[config.mk]
export PLATFORM = sky130hd
export DESIGN_NAME = ddr2_cmd_monitor
export DESIGN_NICKNAME = d
export VERILOG_FILES = /design/src/rtl/ddr2_cmd_monitor_pkg.sv /design/src/rtl/ddr2_cmd_decode.sv /design/src/rtl/ddr2_cmd_monitor.sv
export SDC_FILE = /design/constraint.sdc
export NUM_CORES = 1
export LEC_CHECK = 0
export CORE_UTILIZATION = 48
export CTS_BUF_LIST = sky130_fd_sc_hd__clkbuf_2
export CTS_CLUSTER_DIAMETER = 80
export DETAILED_ROUTE_END_ITERATION = 8
export GPL_TIMING_DRIVEN = 1
export PLACE_DENSITY = 0.75
export SETUP_SLACK_MARGIN = 0.5
export SYNTH_ARGS = -nofsm -noshare
export SYNTH_HDL_FRONTEND = slang
export SYNTH_HIERARCHICAL = 1
export SYNTH_SLANG_ARGS = --single-unit
[constraint.sdc]
create_clock -name ck -period 2.98 [get_ports ck]
set_input_delay 0.745 -clock ck [delete_from_list [all_inputs] [get_ports ck]]
set_output_delay 0.745 -clock ck [all_outputs]
set_load 0.05 [all_outputs]
[src/rtl/ddr2_cmd_monitor_pkg.sv]
`default_nettype none
// ============================================================================
// Module   : ddr2_cmd_monitor_pkg
// Brief    : Shared widths, pin/command encodings, error indices and init FSM
//            state encodings for the DDR2 command-bus monitor.
// Revision : 1.0 - initial release
// ============================================================================
package ddr2_cmd_monitor_pkg;

    localparam int c_ba_bits   = 3;
    localparam int c_addr_bits = 13;

    // Pin command encodings, {cs_n, ras_n, cas_n, we_n}
    localparam logic [3:0] c_pin_nop  = 4'b0111;
    localparam logic [3:0] c_pin_pre  = 4'b0010;
    localparam logic [3:0] c_pin_aref = 4'b0001;
    localparam logic [3:0] c_pin_lmr  = 4'b0000;
    localparam logic [3:0] c_pin_act  = 4'b0011;
    localparam logic [3:0] c_pin_rd   = 4'b0101;
    localparam logic [3:0] c_pin_wr   = 4'b0100;
    localparam logic [3:0] c_pin_ill  = 4'b0110;

    localparam logic [2:0] c_cmd_nop  = 3'd0;
    localparam logic [2:0] c_cmd_pre  = 3'd1;
    localparam logic [2:0] c_cmd_prea = 3'd2;
    localparam logic [2:0] c_cmd_aref = 3'd3;
    localparam logic [2:0] c_cmd_lmr  = 3'd4;
    localparam logic [2:0] c_cmd_act  = 3'd5;
    localparam logic [2:0] c_cmd_rd   = 3'd6;
    localparam logic [2:0] c_cmd_wr   = 3'd7;

    localparam logic [1:0] c_err_trp  = 2'd0;
    localparam logic [1:0] c_err_trfc = 2'd1;
    localparam logic [1:0] c_err_tmrd = 2'd2;
    localparam int         c_err_seq  = 3;
    localparam int         c_err_bank = 4;
    localparam int         c_err_refi = 5;

    // Sequential encoding: each init step advances to the next code
    localparam logic [3:0] c_st_wait_cke  = 4'd0;
    localparam logic [3:0] c_st_prea1     = 4'd1;
    localparam logic [3:0] c_st_emr2      = 4'd2;
    localparam logic [3:0] c_st_emr3      = 4'd3;
    localparam logic [3:0] c_st_emr1      = 4'd4;
    localparam logic [3:0] c_st_mr_dllrst = 4'd5;
    localparam logic [3:0] c_st_prea2     = 4'd6;
    localparam logic [3:0] c_st_aref1     = 4'd7;
    localparam logic [3:0] c_st_aref2     = 4'd8;
    localparam logic [3:0] c_st_mr_final  = 4'd9;
    localparam logic [3:0] c_st_ready     = 4'd10;

    typedef enum logic [1:0] {
        MR_SEL_MR   = 2'd0,
        MR_SEL_EMR1 = 2'd1,
        MR_SEL_EMR2 = 2'd2,
        MR_SEL_EMR3 = 2'd3
    } mr_sel_e;

endpackage : ddr2_cmd_monitor_pkg
`default_nettype wire

[src/rtl/ddr2_cmd_decode.sv]
`default_nettype none
// ============================================================================
// Module   : ddr2_cmd_decode
// Brief    : Combinational DDR2 pin-to-command decode with mode-register select.
// Revision : 1.0 - initial release
// ============================================================================
module ddr2_cmd_decode
    import ddr2_cmd_monitor_pkg::*;
(
    input  logic       i_cke,
    input  logic       i_cs_n,
    input  logic       i_ras_n,
    input  logic       i_cas_n,
    input  logic       i_we_n,
    input  logic       i_a10,
    input  logic [1:0] i_ba,
    output logic       o_vld,
    output logic [2:0] o_code,
    output logic       o_illegal,
    output logic [1:0] o_mr_sel
);

    always_comb begin
        o_code    = c_cmd_nop;
        o_illegal = 1'b0;
        if (i_cke) begin
            case ({i_cs_n, i_ras_n, i_cas_n, i_we_n})
                c_pin_pre:  o_code = i_a10 ? c_cmd_prea : c_cmd_pre;
                c_pin_aref: o_code = c_cmd_aref;
                c_pin_lmr:  o_code = c_cmd_lmr;
                c_pin_act:  o_code = c_cmd_act;
                c_pin_rd:   o_code = c_cmd_rd;
                c_pin_wr:   o_code = c_cmd_wr;
                c_pin_ill:  o_illegal = 1'b1;
                default:    o_code = c_cmd_nop;
            endcase
        end
    end

    assign o_vld    = (o_code != c_cmd_nop);
    assign o_mr_sel = i_ba;

endmodule : ddr2_cmd_decode
`default_nettype wire

[src/rtl/ddr2_cmd_monitor.sv]
`default_nettype none
// ============================================================================
// Module   : ddr2_cmd_monitor
// Brief    : Passive DDR2 command-bus monitor: decodes commands, tracks the
//            power-up init sequence, bank state and tRP/tRFC/tMRD spacing.
// Options  : DDR2_MON_REFI_CHECK_EN enables the refresh-interval overrun check.
// Revision : 1.0 - initial release
// ============================================================================
module ddr2_cmd_monitor
    import ddr2_cmd_monitor_pkg::*;
#(
    parameter int BA_BITS    = c_ba_bits,
    parameter int ADDR_BITS  = c_addr_bits,
    parameter int T_RP       = 4,
    parameter int T_RFC      = 26,
    parameter int T_MRD      = 2,
    parameter int T_REFI_MAX = 1560
) (
    input  logic                    ck,
    input  logic                    rst_n,
    input  logic                    ddr2_cke,
    input  logic                    ddr2_cs_n,
    input  logic                    ddr2_ras_n,
    input  logic                    ddr2_cas_n,
    input  logic                    ddr2_we_n,
    input  logic [BA_BITS-1:0]      ddr2_ba,
    input  logic [ADDR_BITS-1:0]    ddr2_addr,
    output logic                    cmd_vld,
    output logic [2:0]              cmd_code,
    output logic                    init_done,
    output logic [(2**BA_BITS)-1:0] bank_open,
    output logic [15:0]             aref_cnt,
    output logic [5:0]              err,
    output logic                    err_pulse
);

    localparam int NBANKS = 2**BA_BITS;

    logic              w_vld;
    logic [2:0]        w_code;
    logic              w_illegal;
    logic [1:0]        w_mr_sel;
    logic              w_addr_unused;

    logic [3:0]        r_state;
    logic [15:0]       r_timer;
    logic [1:0]        r_tag;
    logic [NBANKS-1:0] r_bank;
    logic [15:0]       r_aref_cnt;
    logic [5:0]        r_err;
    logic              r_err_pulse;
    logic              r_cmd_vld;
    logic [2:0]        r_cmd_code;

    logic              w_expect;
    logic              w_is_lmr;
    logic [3:0]        w_state_nxt;
    logic [15:0]       w_timer_nxt;
    logic [1:0]        w_tag_nxt;
    logic [NBANKS-1:0] w_bank_nxt;
    logic [NBANKS-1:0] w_ba_oh;
    logic [4:0]        w_err_base;
    logic              w_err_refi;
    logic [5:0]        w_err_new;

    ddr2_cmd_decode u_decode (
        .i_cke     (ddr2_cke),
        .i_cs_n    (ddr2_cs_n),
        .i_ras_n   (ddr2_ras_n),
        .i_cas_n   (ddr2_cas_n),
        .i_we_n    (ddr2_we_n),
        .i_a10     (ddr2_addr[10]),
        .i_ba      (ddr2_ba[1:0]),
        .o_vld     (w_vld),
        .o_code    (w_code),
        .o_illegal (w_illegal),
        .o_mr_sel  (w_mr_sel)
    );

    // Only A8 and A10 carry meaning for this monitor
    assign w_addr_unused = ^ddr2_addr;

    assign w_ba_oh  = {{(NBANKS-1){1'b0}}, 1'b1} << ddr2_ba;
    assign w_is_lmr = (w_code == c_cmd_lmr);

    always_comb begin
        w_expect    = 1'b0;
        w_state_nxt = r_state;
        w_timer_nxt = r_timer;
        w_tag_nxt   = r_tag;
        w_bank_nxt  = r_bank;
        w_err_base  = '0;

        case (r_state)
            c_st_prea1,
            c_st_prea2:     w_expect = (w_code == c_cmd_prea);
            c_st_emr2:      w_expect = w_is_lmr && (w_mr_sel == MR_SEL_EMR2);
            c_st_emr3:      w_expect = w_is_lmr && (w_mr_sel == MR_SEL_EMR3);
            c_st_emr1:      w_expect = w_is_lmr && (w_mr_sel == MR_SEL_EMR1);
            c_st_mr_dllrst: w_expect = w_is_lmr && (w_mr_sel == MR_SEL_MR) && ddr2_addr[8];
            c_st_aref1,
            c_st_aref2:     w_expect = (w_code == c_cmd_aref);
            c_st_mr_final:  w_expect = w_is_lmr && (w_mr_sel == MR_SEL_MR) && !ddr2_addr[8];
            default:        w_expect = 1'b0;
        endcase

        if (r_state == c_st_wait_cke) begin
            if (ddr2_cke)
                w_state_nxt = c_st_prea1;
            if (w_vld)
                w_err_base[c_err_seq] = 1'b1;
        end else if ((r_state != c_st_ready) && w_vld) begin
            if (w_expect)
                w_state_nxt = r_state + 4'd1;
            else
                w_err_base[c_err_seq] = 1'b1;
        end

        if (w_illegal)
            w_err_base[c_err_seq] = 1'b1;
        if ((r_state != c_st_ready) &&
            ((w_code == c_cmd_act) || (w_code == c_cmd_rd) || (w_code == c_cmd_wr)))
            w_err_base[c_err_seq] = 1'b1;

        // The tag remembers which spacing rule the running count belongs to
        if (w_vld && (r_timer != '0))
            w_err_base[r_tag] = 1'b1;
        if (r_timer != '0)
            w_timer_nxt = r_timer - 16'd1;

        case (w_code)
            c_cmd_pre, c_cmd_prea: begin
                w_timer_nxt = 16'(T_RP - 1);
                w_tag_nxt   = c_err_trp;
            end
            c_cmd_aref: begin
                w_timer_nxt = 16'(T_RFC - 1);
                w_tag_nxt   = c_err_trfc;
            end
            c_cmd_lmr: begin
                w_timer_nxt = 16'(T_MRD - 1);
                w_tag_nxt   = c_err_tmrd;
            end
            default: ;
        endcase

        case (w_code)
            c_cmd_act: begin
                if ((r_bank & w_ba_oh) != '0)
                    w_err_base[c_err_bank] = 1'b1;
                w_bank_nxt = r_bank | w_ba_oh;
            end
            c_cmd_rd, c_cmd_wr: begin
                if ((r_bank & w_ba_oh) == '0)
                    w_err_base[c_err_bank] = 1'b1;
            end
            c_cmd_pre:  w_bank_nxt = r_bank & ~w_ba_oh;
            c_cmd_prea: w_bank_nxt = '0;
            c_cmd_aref: begin
                if (r_bank != '0)
                    w_err_base[c_err_bank] = 1'b1;
            end
            default: ;
        endcase
    end

`ifdef DDR2_MON_REFI_CHECK_EN
    logic [15:0] r_refi_cnt;
    logic [15:0] w_refi_nxt;
    logic        w_refi_hit;

    // Counter saturates at the limit so each overrun flags exactly once
    always_comb begin
        w_refi_nxt = r_refi_cnt + 16'd1;
        w_refi_hit = 1'b0;
        if ((r_state != c_st_ready) || (w_code == c_cmd_aref))
            w_refi_nxt = '0;
        else if (r_refi_cnt == 16'(T_REFI_MAX))
            w_refi_nxt = r_refi_cnt;
        else
            w_refi_hit = (w_refi_nxt == 16'(T_REFI_MAX));
    end

    always_ff @(posedge ck or negedge rst_n) begin
        if (!rst_n)
            r_refi_cnt <= '0;
        else
            r_refi_cnt <= w_refi_nxt;
    end

    assign w_err_refi = w_refi_hit;
`else
    assign w_err_refi = 1'b0;
`endif

    assign w_err_new = {w_err_refi, w_err_base};

    always_ff @(posedge ck or negedge rst_n) begin
        if (!rst_n) begin
            r_state     <= c_st_wait_cke;
            r_timer     <= '0;
            r_tag       <= c_err_trp;
            r_bank      <= '0;
            r_aref_cnt  <= '0;
            r_err       <= '0;
            r_err_pulse <= 1'b0;
            r_cmd_vld   <= 1'b0;
            r_cmd_code  <= c_cmd_nop;
        end else begin
            r_state     <= w_state_nxt;
            r_timer     <= w_timer_nxt;
            r_tag       <= w_tag_nxt;
            r_bank      <= w_bank_nxt;
            if ((w_code == c_cmd_aref) && (r_aref_cnt != 16'hFFFF))
                r_aref_cnt <= r_aref_cnt + 16'd1;
            r_err       <= r_err | w_err_new;
            r_err_pulse <= |(w_err_new & ~r_err);
            r_cmd_vld   <= w_vld;
            r_cmd_code  <= w_code;
        end
    end

    assign cmd_vld   = r_cmd_vld;
    assign cmd_code  = r_cmd_code;
    assign init_done = (r_state == c_st_ready);
    assign bank_open = r_bank;
    assign aref_cnt  = r_aref_cnt;
    assign err       = r_err;
    assign err_pulse = r_err_pulse;

endmodule : ddr2_cmd_monitor
`default_nettype wire

# Word level (Yosys, flattened, before mapping)
# Cells that the tools add are included.
# Widths: inputs -> output; s select.
[word_totals]
regBits = 57
latch_bits = 0
ram_bits = 0
rom_bits = 0
out_inout_bits = 36
elab_cells = 112
n_memories = 0
[classes]
addsub = 3
n_mul = 0
div_mod_pow = 0
magnitude_cmp = 2
eq_ne = 29
shift = 1
muxes = 27
n_bitwise = 8
reduce_logical = 33
[ops]
columns = ["op", "count"]
rows = [
  ["$pmux 16 s3", 1],
  ["$eq 4x3->1 const B", 7],
  ["$pmux 8 s3", 1],
  ["$mux 4", 5],
  ["$pmux 3 s6", 1],
  ["$add 16x1->16 const B", 1],
  ["$and 8x8->8", 2],
  ["$eq 4x2->1 const B", 4],
  ["$mux 16", 1],
  ["$ne 16x16->1 const B", 1],
  ["$reduce_bool 16->1", 1],
  ["$reduce_bool 8->1", 2],
  ["$sub 16x1->16 const B", 1],
  ["$eq 3x3->1 const B", 4],
  ["$eq 4x4->1 const B", 3],
  ["$mux 1", 12],
  ["$logic_and 1x1->1", 11],
  ["$reduce_bool 3->1", 3],
  ["$eq 4x1->1 const B", 2],
  ["$logic_not 4->1", 2],
  ["$logic_not 8->1", 1],
  ["$not 8->8", 1],
  ["$or 8x8->8", 1],
  ["$reduce_or 2->1", 4],
  ["other kinds (27)", 31],
]

# Logic depth before layout (Yosys ltp)
# Gate-level depths: netlist of the first run.
[logic_depth]
word_depth = 16
mapped_depth = 9

# Hierarchy
# The synthesis of the first run kept the hierarchy.
[modules_own_cells]
columns = ["mod", "instances", "cells_per_inst", "area_each_um2"]
rows = [
  ["ddr2_cmd_monitor", 1, 299, 2957.8],
  ["ddr2_cmd_decode", 1, 18, 102.6],
]

# Worst setup path before layout of the first run
# OpenSTA, ideal clock, no wires.
[synth_timing]
path_type = "input-to-reg"
start = "in ddr2_we_n"
end = "reg r_aref_cnt[8], in the netlist aref_cnt[8]"
arrival_ps = 2547
required_time_ps = 2837
path_slack_ps = 290
cell_stages = 8
n_path_buf = 0
path_cell_list = "nor2_1 mux2_2 nor2_1 nand3b_1 nand2b_1 nor3_1 nand3_1 xnor2_1"
[synth_via]
elab_chain_len = 5
[synth_rtl]
columns = ["item", "line_no", "text"]
rows = [
  ["from (decl)", "ddr2_cmd_monitor.sv:25", "input logic ddr2_we_n,"],
  ["$eq 4x3->1 (tied with other cells)", "ddr2_cmd_decode.sv:27", "case ({i_cs_n, i_ras_n, i_cas_n, i_we_n})"],
  ["$pmux 3 s6 *", "ddr2_cmd_decode.sv:27", ""],
  ["$mux 3 *", "ddr2_cmd_decode.sv:26", "if (i_cke) begin"],
  ["named net w_code[1]", "ddr2_cmd_monitor.sv:40", "logic [2:0] w_code;"],
  ["$eq 3x2->1 *", "ddr2_cmd_monitor.sv:214", "if ((w_code == c_cmd_aref) && (r_aref_cnt != 16'hFFFF))"],
  ["$logic_and 1x1->1 *", "ddr2_cmd_monitor.sv:214", ""],
  ["to (signal assigned)", "ddr2_cmd_monitor.sv:215", "r_aref_cnt <= r_aref_cnt + 16'd1;"],
  ["to (decl)", "ddr2_cmd_monitor.sv:49", "logic [15:0] r_aref_cnt;"],
]
# The timed path passes the listed nets; every way through them passes the cells marked *.
# A chain may end at the register's enable or synchronous reset.

# Final worst setup path of the first run
[layout_timing]
start = "in ddr2_cs_n"
end = "reg r_state[2]"
[layout_via]
elab_chain_len = 9
[layout_rtl]
columns = ["item", "line_no", "text"]
rows = [
  ["from (decl)", "ddr2_cmd_monitor.sv:22", "input logic ddr2_cs_n,"],
  ["$eq 4x3->1 (tied with other cells)", "ddr2_cmd_decode.sv:27", ""],
  ["$pmux 3 s6 *", "ddr2_cmd_decode.sv:27", ""],
  ["$mux 3 *", "ddr2_cmd_decode.sv:26", ""],
  ["named net w_code[0]", "ddr2_cmd_monitor.sv:40", ""],
  ["$eq 3x3->1", "ddr2_cmd_monitor.sv:84", "assign w_is_lmr = (w_code == c_cmd_lmr);"],
  ["$logic_and 1x1->1", "ddr2_cmd_monitor.sv:100, ddr2_cmd_monitor.sv:103", ""],
  ["$logic_and 1x1->1, on equally long branches", "ddr2_cmd_monitor.sv:103, ddr2_cmd_monitor.sv:100", ""],
  ["$pmux 1 s7", "ddr2_cmd_monitor.sv:94", "case (r_state)"],
  ["$reduce_bool 2->1 (no line)", "--", ""],
  ["$reduce_and 3->1 (no line) *", "--", ""],
  ["to (signal assigned)", "ddr2_cmd_monitor.sv:200", "r_state <= c_st_wait_cke;"],
  ["to (signal assigned)", "ddr2_cmd_monitor.sv:210", "r_state <= w_state_nxt;"],
  ["to (decl)", "ddr2_cmd_monitor.sv:45", "logic [3:0] r_state;"],
]
# Marks and branches as above.

==> summary.txt, run 1 <==
STA
  – Final setup viols: 0
  – Worst setup margin: 592.0 ps
  – Clock skew: 24.14 ps
  – RSZ-0062 raised after global routing: true
  – Hold_ws: 115.7 ps
  – Fin crit share: 80.14%
  – Worst rel slew slack: 54.04%
  – Max-slew violation count: 0
  – Hold Fails Final Rpt: 0
  – Fmax: 418.8 MHz
  – Slew @ Worst Pin: 684.1 ps
  – Setup Total Neg Slack: 0 ps
  – Final critical-path required period: 2388 ps

Layout
  – Post-Layout Cell Count: 468
  – Layout cells sized above 1: 16.28%
  – P&R area growth vs syn: 27.76%
  – Final net count: 421
  – Final core occ: 64.89%
  – N_diodes: 0

Logic synthesis
  – Syn_area_per_cell: 9.654 µm²
  – Post-synthesis cell type count: 56
  – Yosys warning total: 6
  – Post-synthesis sequential area ratio: 45.79%
  – Number of synthesized flops with an enable pin: 0
  – FF+latch count, synth: 56
  – Post-synth net total: 346
  – Netlist Area Pre-Place: 3060 µm²
  – Syn Inst Count: 317
  – Synth Flop Type: dfrtp_1
  – Async set or reset register ratio after synthesis: 100.0%

Global routing
  – GRT Total Usage: 21.43%
  – Congestion Overflow GR: 0
  – Antenna violations before repair: 0
  – Largest net degree at the start of global routing: 26
  – Number of global-route vias before repair: 2456
  – First-pass GRT wire length: 11090 µm

Routing
  – Iter 0 DRT Violations: 89
  – Remaining DRCs: 0
  – Detailed-route wire length: 6535 µm
  – Post-DRT Antenna Nets: 0
  – DR pass1 iterations: 4
  – Vias: 2611
  – Routed wire per std cell: 13.96 µm
  – Post-DR vias/cell: 5.579

Critical path
  – Reg2reg start: r_state[0]
  – WP data arrival: 2740 ps
  – Worst Path Max Fanout: 5
  – CP Class: input pin to register
  – CP Capture Type: register
  – Worst setup SP type: input pin
  – WP data required: 3330 ps
  – Critical Path Source: ddr2_cs_n

Power
  – Pwr/cell area: 576.1 nW/µm²
  – Max rail drop VDD: 0.0003005 V
  – Leakage power: 1.904 nW

Placed design
  – Dpl cells: 455
  – Dpl hpwl: 4917 µm
  – RePlAce Congestion: 0.8187
  – Post-place setup slack: -185.9 ps
  – I/O Buffers: 46

Hold path
  – Worst hold path class: input pin to async pin

CTS
  – Clk pin slew, worst setup/hold paths: 270 ps
  – Root buffer cell: clkbuf_2
  – Clock buffer depth: 2
  – Num CTS Buffers: 5
  – Clock sinks: 56
  – Worst-Skew Late Latency: 450 ps
  – CTS tree: built
  – Htree depth: 2

Flow run
  – Total of max-cap violations: 0

Die
  – Die area: 6699 µm²
  – Die width: 81.85 µm
  – Die Ht: 81.85 µm
  – # rows: 28
  – Starting Density: 50.79%
  – # IOs: 59
  – Core area: 6026 µm²

Status
  – Status: completed
[kinds of logic (layout without fill, tap and decap cells)]
group	after synthesis	count (layout)	synth area share [%]
AO/OA/AOI/OAI	54	54	12.80
XOR/XNOR	28	28	8.013
adder cells (fa/ha/maj)	7	7	2.780
buffers and inverters	22	98	3.230
flip-flops	56	56	45.79
multiplexers	9	9	3.066
other	1	1	0.1225
AND/OR/NAND/NOR	140	140	24.20
[worst paths after layout]
kind	end	slack [ps]	cells past startpoint
hold reg to reg	aref_cnt[15]	510	1
min in group ck	aref_cnt[15]	510	1
setup reg to reg	r_state[2]	630	7
setup / recovery	r_state[2]	590	9
hold / removal	r_timer[11]	120	1
max in group asynchronous	r_tag[1]	2250	2
[layout by cell type, fill, tap and decap left out, types with 6 or more instances in the layout]
cell type / n
dlymetal6s2s_1: 6
xnor2_1: 15
inv_1: 10
nand4_1: 9
nand3_1: 8
xor2_1: 13
a21oi_1: 14
mux2i_1: 6
nand3b_1: 6
dfrtp_1: 55
nor2_1: 24
nor3b_1: 7
nand2b_1: 7
a221oi_1: 8
buf_4: 33
dlygate4sd2_1: 30
nand2_1: 34
nor4_1: 7
nor3_1: 6
nor2b_1: 6
clkdlybuf4s50_1: 8
[routing by layer]
metal / wire length (µm) / vias to the layer above / track usage, %
li1: - / 1288 / -
met1: 2958 / 1267 / 27.20
met2: 3313 / 49 / 37.02
met3: 192 / 7 / 3.444
met4: 70 / 0 / 6.842
met5: 0 / - / 0
[metrics by stage]
stage	area, µm²	total power, mW
after floorplan	3134	1.712
after global placement	3829	1.942
after detailed placement	3829	1.973
after CTS	3885	2.262
after global routing	3910	2.426
final	3910	2.253
[cells in the mapped netlist, types with 4 or more instances]
| cell | number | area share [%] |
|---|---|---|
| dfrtp_1 | 56 | 46 |
| nand2_1 | 34 | 4.2 |
| nor2_1 | 28 | 3.4 |
| a21oi_1 | 15 | 2.5 |
| xnor2_1 | 15 | 4.3 |
| xor2_1 | 13 | 3.7 |
| inv_1 | 10 | 1.2 |
| nand2b_1 | 9 | 1.8 |
| nand4_1 | 9 | 1.8 |
| nor3_1 | 9 | 1.5 |
| a221oi_1 | 8 | 2.3 |
| nand3_1 | 8 | 1.3 |
| nor3b_1 | 7 | 1.7 |
| nor4_1 | 7 | 1.4 |
| ha_1 | 6 | 2.5 |
| mux2i_1 | 6 | 2.0 |
| nand3b_1 | 6 | 1.5 |
| nor2b_1 | 6 | 1.2 |
| a31oi_1 | 5 | 1.0 |
| clkbuf_1 | 5 | 0.61 |
| buf_2 | 4 | 0.65 |
[state kept, by name (all words and copies together), names as in the netlist]
register / cells
r_tag: 2
bank_open: 8
err_pulse: 1
r_state: 4
cmd_code: 3
aref_cnt: 16
err: 5
cmd_vld: 1
r_timer: 16
[worst max-delay path, cell delays in order]
cell and delay (ps):
clkdlybuf4s50_1 440, nand2b_2 160, a21oi_2 60, buf_4 150, or2_4 260, nor4b_4 260, nor3_2 100, a211oi_2 230
mux2_1 330
[repair_timing]
item,in CTS,in global routing
endpoints found under the setup margin,60,10
hold buffers,0,0
gates resized for setup,38,12
buffers inserted,4,1
pin swaps,6,0
cloned,0,0
[power by group]
| part | internal, mW | leakage, nW | switching, mW |
|---|---|---|---|
| Sequential | 0.902 | 0.736 | 0.166 |
| Combinational | 0.375 | 1.14 | 0.512 |
| Clock | 0.0575 | 0.0308 | 0.240 |
[cell type report]
| type | count | area, µm² |
|---|---|---|
| Clock buffer | 5 | 25.02 |
| Clock inverter | 3 | 17.52 |
| Fill cell | 524 | 2116 |
| Inverter | 10 | 37.54 |
| Multi-Input combinational cell | 239 | 1644 |
| Sequential cell | 56 | 1403 |
| Tap cell | 75 | 93.84 |
| Timing Repair Buffer | 80 | 689.4 |
No activity file was read; power rests on OpenSTA's default activity.
==> run 2, diff against run 1 <==
clock period = 2.5 ns   (was 2.98 ns; I/O delays follow)
==> run 2 against run 1 <==
Effect of this change: sequential power up 21%; combinational power is 35% higher; first-iteration DRC count rose by 11%; design area rose by 6.0%; clock-buffer cell count did not move; register-to-register slack got worse by 490 ps; sequential share of layout area fell by 2.0 points; die area unchanged; core utilization increased by 3.9 points; power grew 28%; largest cell class unchanged; highest routed layer unchanged.
==> summary.txt, run 2 (synthesis gave the netlist of run 1 again) <==
Layout
  – N_diodes: 0 (unchanged)
  – P&R area growth vs syn: 35.45%
  – Most frequent cells in the layout: 53 x dfrtp_1, 47 x buf_4, 33 x nand2_1, 25 x nor2_1, 24 x buf_2
  – Fillers: 491 (-6.3%)
  – Commonest non-fill, non-tap cell in the layout: dfrtp_1
  – Final Instance Area: 4145 µm² (+6.0%)
  – Final net count: 441 (+4.8%)
  – Layout cells sized above 1: 34.14% (+18 points)
  – Final core occ: 68.79% (+3.9 points)

Critical path
  – Critical-path cell list: inv_2 -> ha_4 -> or3b_1 -> a211o_1 -> a211o_1 -> a211oi_2 -> mux2_4
  – Crit path largest cell delay: 510 ps (+70 ps)
  – R2R Path End: r_state[2]
  – Worst setup SP type: register
  – WP data required: 2890 ps (-440 ps)
  – CP Class: register to register
  – Cells on worst reg2reg path: 7 (unchanged)
  – CP Capture Type: register
  – WP data arrival: 2750 ps (about the same)
  – WP depth: 7 (-2)
  – Setup slack, reg-to-reg: 140 ps (-490 ps)
  – Worst Path Max Fanout: 3 (-2)
  – CP dominant cell by count: a211o_1
  – Worst path slowest cell: dfrtp_2
  – Reg2reg start: r_state[0]
  – Largest delay share family, worst path: compound AO/OA/AOI/OAI gates
  – Buf+Inv Stages, Crit Path: 1 (-1)
  – Critical Path Source: r_state[0]
  – Setup crit end: r_state[2]

CTS
  – Clock buffer depth: 2 (unchanged)
  – Num CTS Buffers: 5 (unchanged)
  – Clock sinks: 56 (unchanged)
  – Htree depth: 2 (unchanged)
  – Clk pin slew, worst setup/hold paths: 310 ps (+40 ps)
  – Worst-Skew Late Latency: 460 ps (about the same)
  – Root buffer cell: clkbuf_2
  – CTS tree: built

STA
  – Fmax: 423.7 MHz
  – Max-slew violation count: 0 (unchanged)
  – Final setup viols: 0 (unchanged)
  – Hold Fails Final Rpt: 0 (unchanged)
  – Fin crit share: 94.41%
  – Final critical-path required period: 2360 ps
  – RSZ-0062 raised after global routing: true
  – Clock skew: 17.55 ps (-6.595 ps)

Placed design
  – RePlAce Congestion: 0.8086 (-1.2%)
  – Placed cell areas: 3940 µm² (+2.9%)
  – Dpl hpwl: 4887 µm (-0.61%)
  – I/O Buffers: 46 (unchanged)

Hold path
  – Worst hold path class: input pin to async pin

Die
  – Core area: 6026 µm² (unchanged)
  – Die width: 81.85 µm (unchanged)
  – Die Ht: 81.85 µm (unchanged)
  – # rows: 28 (unchanged)
  – Die area: 6699 µm² (unchanged)
  – Starting Density: 50.79% (unchanged)
  – # IOs: 59 (unchanged)

Global routing
  – Congestion Overflow GR: 0 (unchanged)
  – Largest net degree at the start of global routing: 57 (+120%)
  – First-pass GRT wire length: 11580 µm (+4.4%)
  – Antenna violations before repair: 0 (unchanged)
  – GRT Total Usage: 22.24% (+0.81 points)
  – Number of global-route vias before repair: 2548 (+3.7%)

Routing
  – Vias: 2666 (+2.1%)
  – Iter 0 DRT Violations: 99 (+11%)
  – Post-DRT Antenna Nets: 0 (unchanged)
  – Routed wire per std cell: 14.68 µm (+5.1%)
  – Post-DR vias/cell: 5.463 (-2.1%)
  – DR pass1 iterations: 4 (unchanged)
  – Remaining DRCs: 0 (unchanged)
  – Detailed-route wire length: 7163 µm (+9.6%)

Power
  – Max rail drop VDD: 0.0004446 V (+48%)
  – Leakage power: 1.923 nW (+0.99%)
  – Pwr/cell area: 694.9 nW/µm² (+21%)

Flow run
  – Total of max-cap violations: 0 (unchanged)

Status
  – Status: completed
run 2: layout make-up:
cell class | instances | area [µm²] | share of cell area [%]
multi-input combinational | 239 | 1792 | 43.22
sequential | 56 | 1405 | 33.90
timing repair buffer | 100 | 769.5 | 18.56
tap | 75 | 93.84 | 2.264
inverter | 10 | 37.54 | 0.9055
clock buffer | 5 | 25.02 | 0.6037
clock inverter | 3 | 22.52 | 0.5433
run 2: worst reg2reg max path, stage by stage, from the launching register on:
cell and delay (ps):
dfrtp_2 510, inv_2 90, ha_4 140, or3b_1 350
a211o_1 280, a211o_1 300, a211oi_2 310, mux2_4 330
run 2: where the power goes:
group | switching, mW | internal [mW]
clock network | 0.311 | 0.0744
registers | 0.214 | 1.08
logic | 0.663 | 0.541
run 2: what timing repair did:
action | 4_1_cts | 5_1_grt
hold buffers | 0 | 0
gates resized for setup | 151 | 46
setup endpoints to repair | 82 | 53
buffers inserted | 12 | 7
pin swaps | 9 | 9
run 2: metal layers:
metal | wire length (µm) | vias up | GRT usage (%)
li1 | - | 1317 | -
met1 | 3286 | 1308 | 27.83
met2 | 3640 | 36 | 40.08
met3 | 179 | 5 | 3.556
met4 | 56 | 0 | 4.561
met5 | 0 | - | 0
run 2: how the worst min path moves through the flow:
stage	slack, ps	end	cells past startpoint
4_1_cts	60	r_timer[6]	2
5_1_grt	70	r_timer[6]	2
2_1_floorplan	330	aref_cnt[0]	0
3_3_place_gp	470	err[2]	1
6_report	90	r_timer[6]	2
3_5_place_dp	480	err[0]	2
run 2: per-stage QoR:
step	power [mW]	TNS, ps	hold slack [ps]	std cells	setup WS, ps
floorplan	2.050	0	329.4	317	169.3
global placement	2.365	-13920	466.5	461	-477.9
detailed placement	2.415	-16500	476.6	461	-545.6
CTS	2.866	0	57.95	481	204.0
global route	3.076	0	71.84	488	104.0
finish	2.880	0	87.95	488	139.7
==> run 3, diff against run 2 <==
CORE_UTILIZATION = 45   (was 48)
PLACE_DENSITY = 0.71   (was 0.75)
==> run 3 against run 2 <==
Effect of this change: the run now ends with DRC left; global-route usage shrank 2.0 points; sequential power is essentially flat; largest power group unchanged; sequential share of layout area shrank 0.41 points; critical endpoint unchanged; routed wire length shrank 0.77%; combinational power is essentially flat; die area grew 6.5%; highest routed layer unchanged; via count grew 2.6%.
==> summary.txt, run 3 (synthesis gave the netlist of run 1 again) <==
STA
  – Fin crit share: 90.34% (-4.1 points)
  – Worst rel slew slack: 59.95%
  – Hold_ws: 79.36 ps (-8.592 ps)
  – Fmax: 442.8 MHz (+4.5%)
  – RSZ-0062 raised after global routing: true
  – Final critical-path required period: 2259 ps (-101.8 ps)
  – Slew @ Worst Pin: 600.7 ps
  – Final setup viols: 0 (unchanged)
  – Hold Fails Final Rpt: 0 (unchanged)
  – Clock skew: 34.88 ps (+17.33 ps)
  – Max-slew violation count: 0 (unchanged)

Die
  – Die area: 7134 µm² (+6.5%)
  – Starting Density: 47.38% (-3.4 points)
  – # IOs: 59 (unchanged)
  – Die Ht: 84.47 µm (+3.2%)
  – Core area: 6459 µm² (+7.2%)
  – Die width: 84.47 µm (+3.2%)
  – # rows: 29 (+3.6%)

Critical path
  – Worst Path Max Fanout: 4 (+1)
  – Crit path largest cell delay: 500 ps (about the same)
  – CP Class: register to register
  – Worst setup SP type: register
  – WP data required: 2880 ps (about the same)
  – CP dominant cell by count: a211o_1
  – CP Capture Type: register
  – Worst path slowest cell: dfrtp_1
  – WP data arrival: 2640 ps (-110 ps)
  – Critical-path cell list: inv_2 -> ha_4 -> or3b_1 -> a211o_1 -> a211o_1 -> a211oi_2 -> mux2_1

Global routing
  – Congestion Overflow GR: 0 (unchanged)
  – Number of global-route vias before repair: 2579 (+1.2%)
  – GRT Total Usage: 20.24% (-2.0 points)
  – First-pass GRT wire length: 11550 µm (-0.24%)
  – Antenna violations before repair: 0 (unchanged)
  – Largest net degree at the start of global routing: 32 (-44%)

Power
  – Max rail drop VDD: 0.0003576 V (-20%)
  – Net switching power: 1.175 mW (-1.1%)
  – Combinational group share of total power: 41.8% (about the same)
  – Seq pwr share: 44.9% (about the same)
  – Tot Pwr: 2.874 mW (-0.22%)
  – Leakage power: 1.977 nW (+2.8%)
  – Sw Ratio: 40.87% (-0.36 points)
  – Pwr/cell area: 683.0 nW/µm² (-1.7%)
  – Internal power: 1.699 mW (+0.40%)
  – Clk network pwr share: 13.3% (about the same)

CTS
  – Htree depth: 2 (unchanged)
  – Clk pin slew, worst setup/hold paths: 310 ps (about the same)
  – Root buffer cell: clkbuf_2
  – Cts hold-fix bufs: 0 (unchanged)
  – Num CTS Buffers: 5 (unchanged)
  – Worst-Skew Late Latency: 480 ps (+20 ps)
  – CTS tree: built
  – Clock buffer depth: 2 (unchanged)
  – Clock sinks: 56 (unchanged)

Layout
  – Final net count: 446 (+1.1%)
  – Final core occ: 65.15% (-3.6 points)
  – Layout cells sized above 1: 36.84% (+2.7 points)
  – Commonest non-fill, non-tap cell in the layout: buf_4
  – P&R area growth vs syn: 37.49%
  – Fillers: 538 (+9.6%)
  – Most frequent cells in the layout: 52 x buf_4, 50 x dfrtp_1, 31 x nand2_1, 26 x buf_2, 25 x nor2_1
  – N_diodes: 0 (unchanged)

Placed design
  – RePlAce Congestion: 0.8110 (+0.30%)
  – I/O Buffers: 46 (unchanged)
  – Dpl hpwl: 4953 µm (+1.4%)

Routing
  – Detailed-route wire length: 7108 µm (-0.77%)
  – Routed wire per std cell: 14.36 µm (-2.2%)
  – Post-DRT Antenna Nets: 0 (unchanged)
  – Remaining DRCs: 1 (+1)
  – Iter 0 DRT Violations: 119 (+20%)
  – Post-DR vias/cell: 5.525 (+1.1%)
  – DR pass1 iterations: 8 (+4)
  – Vias: 2735 (+2.6%)

Flow run
  – Total of max-cap violations: 0 (unchanged)

Hold path
  – Worst hold path class: input pin to async pin

Status
  – Failing checks: DRC
  – Status: finished with violations
==> run 3: power groups by stage <==
stage                     Combinational [mW]  Sequential [mW]  Clock (mW)
final                                   1.20             1.29       0.383
after global routing                    1.32             1.32       0.435
after global placement                  1.07             1.28           0
after floorplan                        0.676             1.37           0
after CTS                               1.17             1.27       0.394
after detailed placement                1.09             1.29           0
==> run 3: layout make-up <==
type	count	area, µm²	area share (%)
well taps	77	96.34	2.290
repair buffers	105	799.5	19.00
clock buffers	5	25.02	0.5947
multi-input cells	239	1814	43.12
flip-flops and latches	56	1409	33.48
inverters	10	37.54	0.8921
clock inverters	3	26.28	0.6244
==> run 3: per-layer routing <==
metal | vias up | part of all wire, % | global-route usage, %
met5 | - | 0 | 0
met4 | 0 | 1.2 | 6.780
met3 | 8 | 3.1 | 3.736
met2 | 55 | 51 | 34.50
met1 | 1333 | 44 | 26.15
li1 | 1339 | - | -
==> run 3: final timing paths <==
path                       cells after the start            to  slack, ps          from
setup reg to reg                               7    r_state[2]        240    r_state[0]
hold reg to reg                                1  aref_cnt[15]        520  aref_cnt[15]
setup / recovery                               7    r_state[2]        240    r_state[0]
hold / removal                                 1    r_timer[3]         80         rst_n
max in group asynchronous                      2  bank_open[5]       1820         rst_n
min in group ck                                1  aref_cnt[15]        520  aref_cnt[15]
==> run 3: critical path, delay by kind of cell (launching register included) <==
family                     cells  cell delay [ps]
AOI/OAI and AO/OA              3              750
adders and majority gates      1              150
buffers and inverters          1              100
DFF                            1              500
muxes                          1              350
and+or+nand+nor                1              340
==> run 3: timing repair <==
| action | in CTS | in global routing |
|---|---|---|
| gates resized for setup | 165 | 48 |
| gates cloned | 0 | 0 |
| endpoints found under the setup margin | 82 | 56 |
| pin swaps | 20 | 11 |
| buffers inserted | 14 | 8 |
==> run 3: per-stage QoR <==
step / setup WS, ps / setup TNS, ps / area [µm²] / cells
after floorplan: 169.3 / 0 / 3188 / 317
after global placement: -485.4 / -14420 / 3958 / 465
after detailed placement: -553.4 / -16580 / 3958 / 465
after CTS: 224.0 / 0 / 4217 / 487
after global routing: 182.6 / 0 / 4208 / 495
final: 241.5 / 0 / 4208 / 495
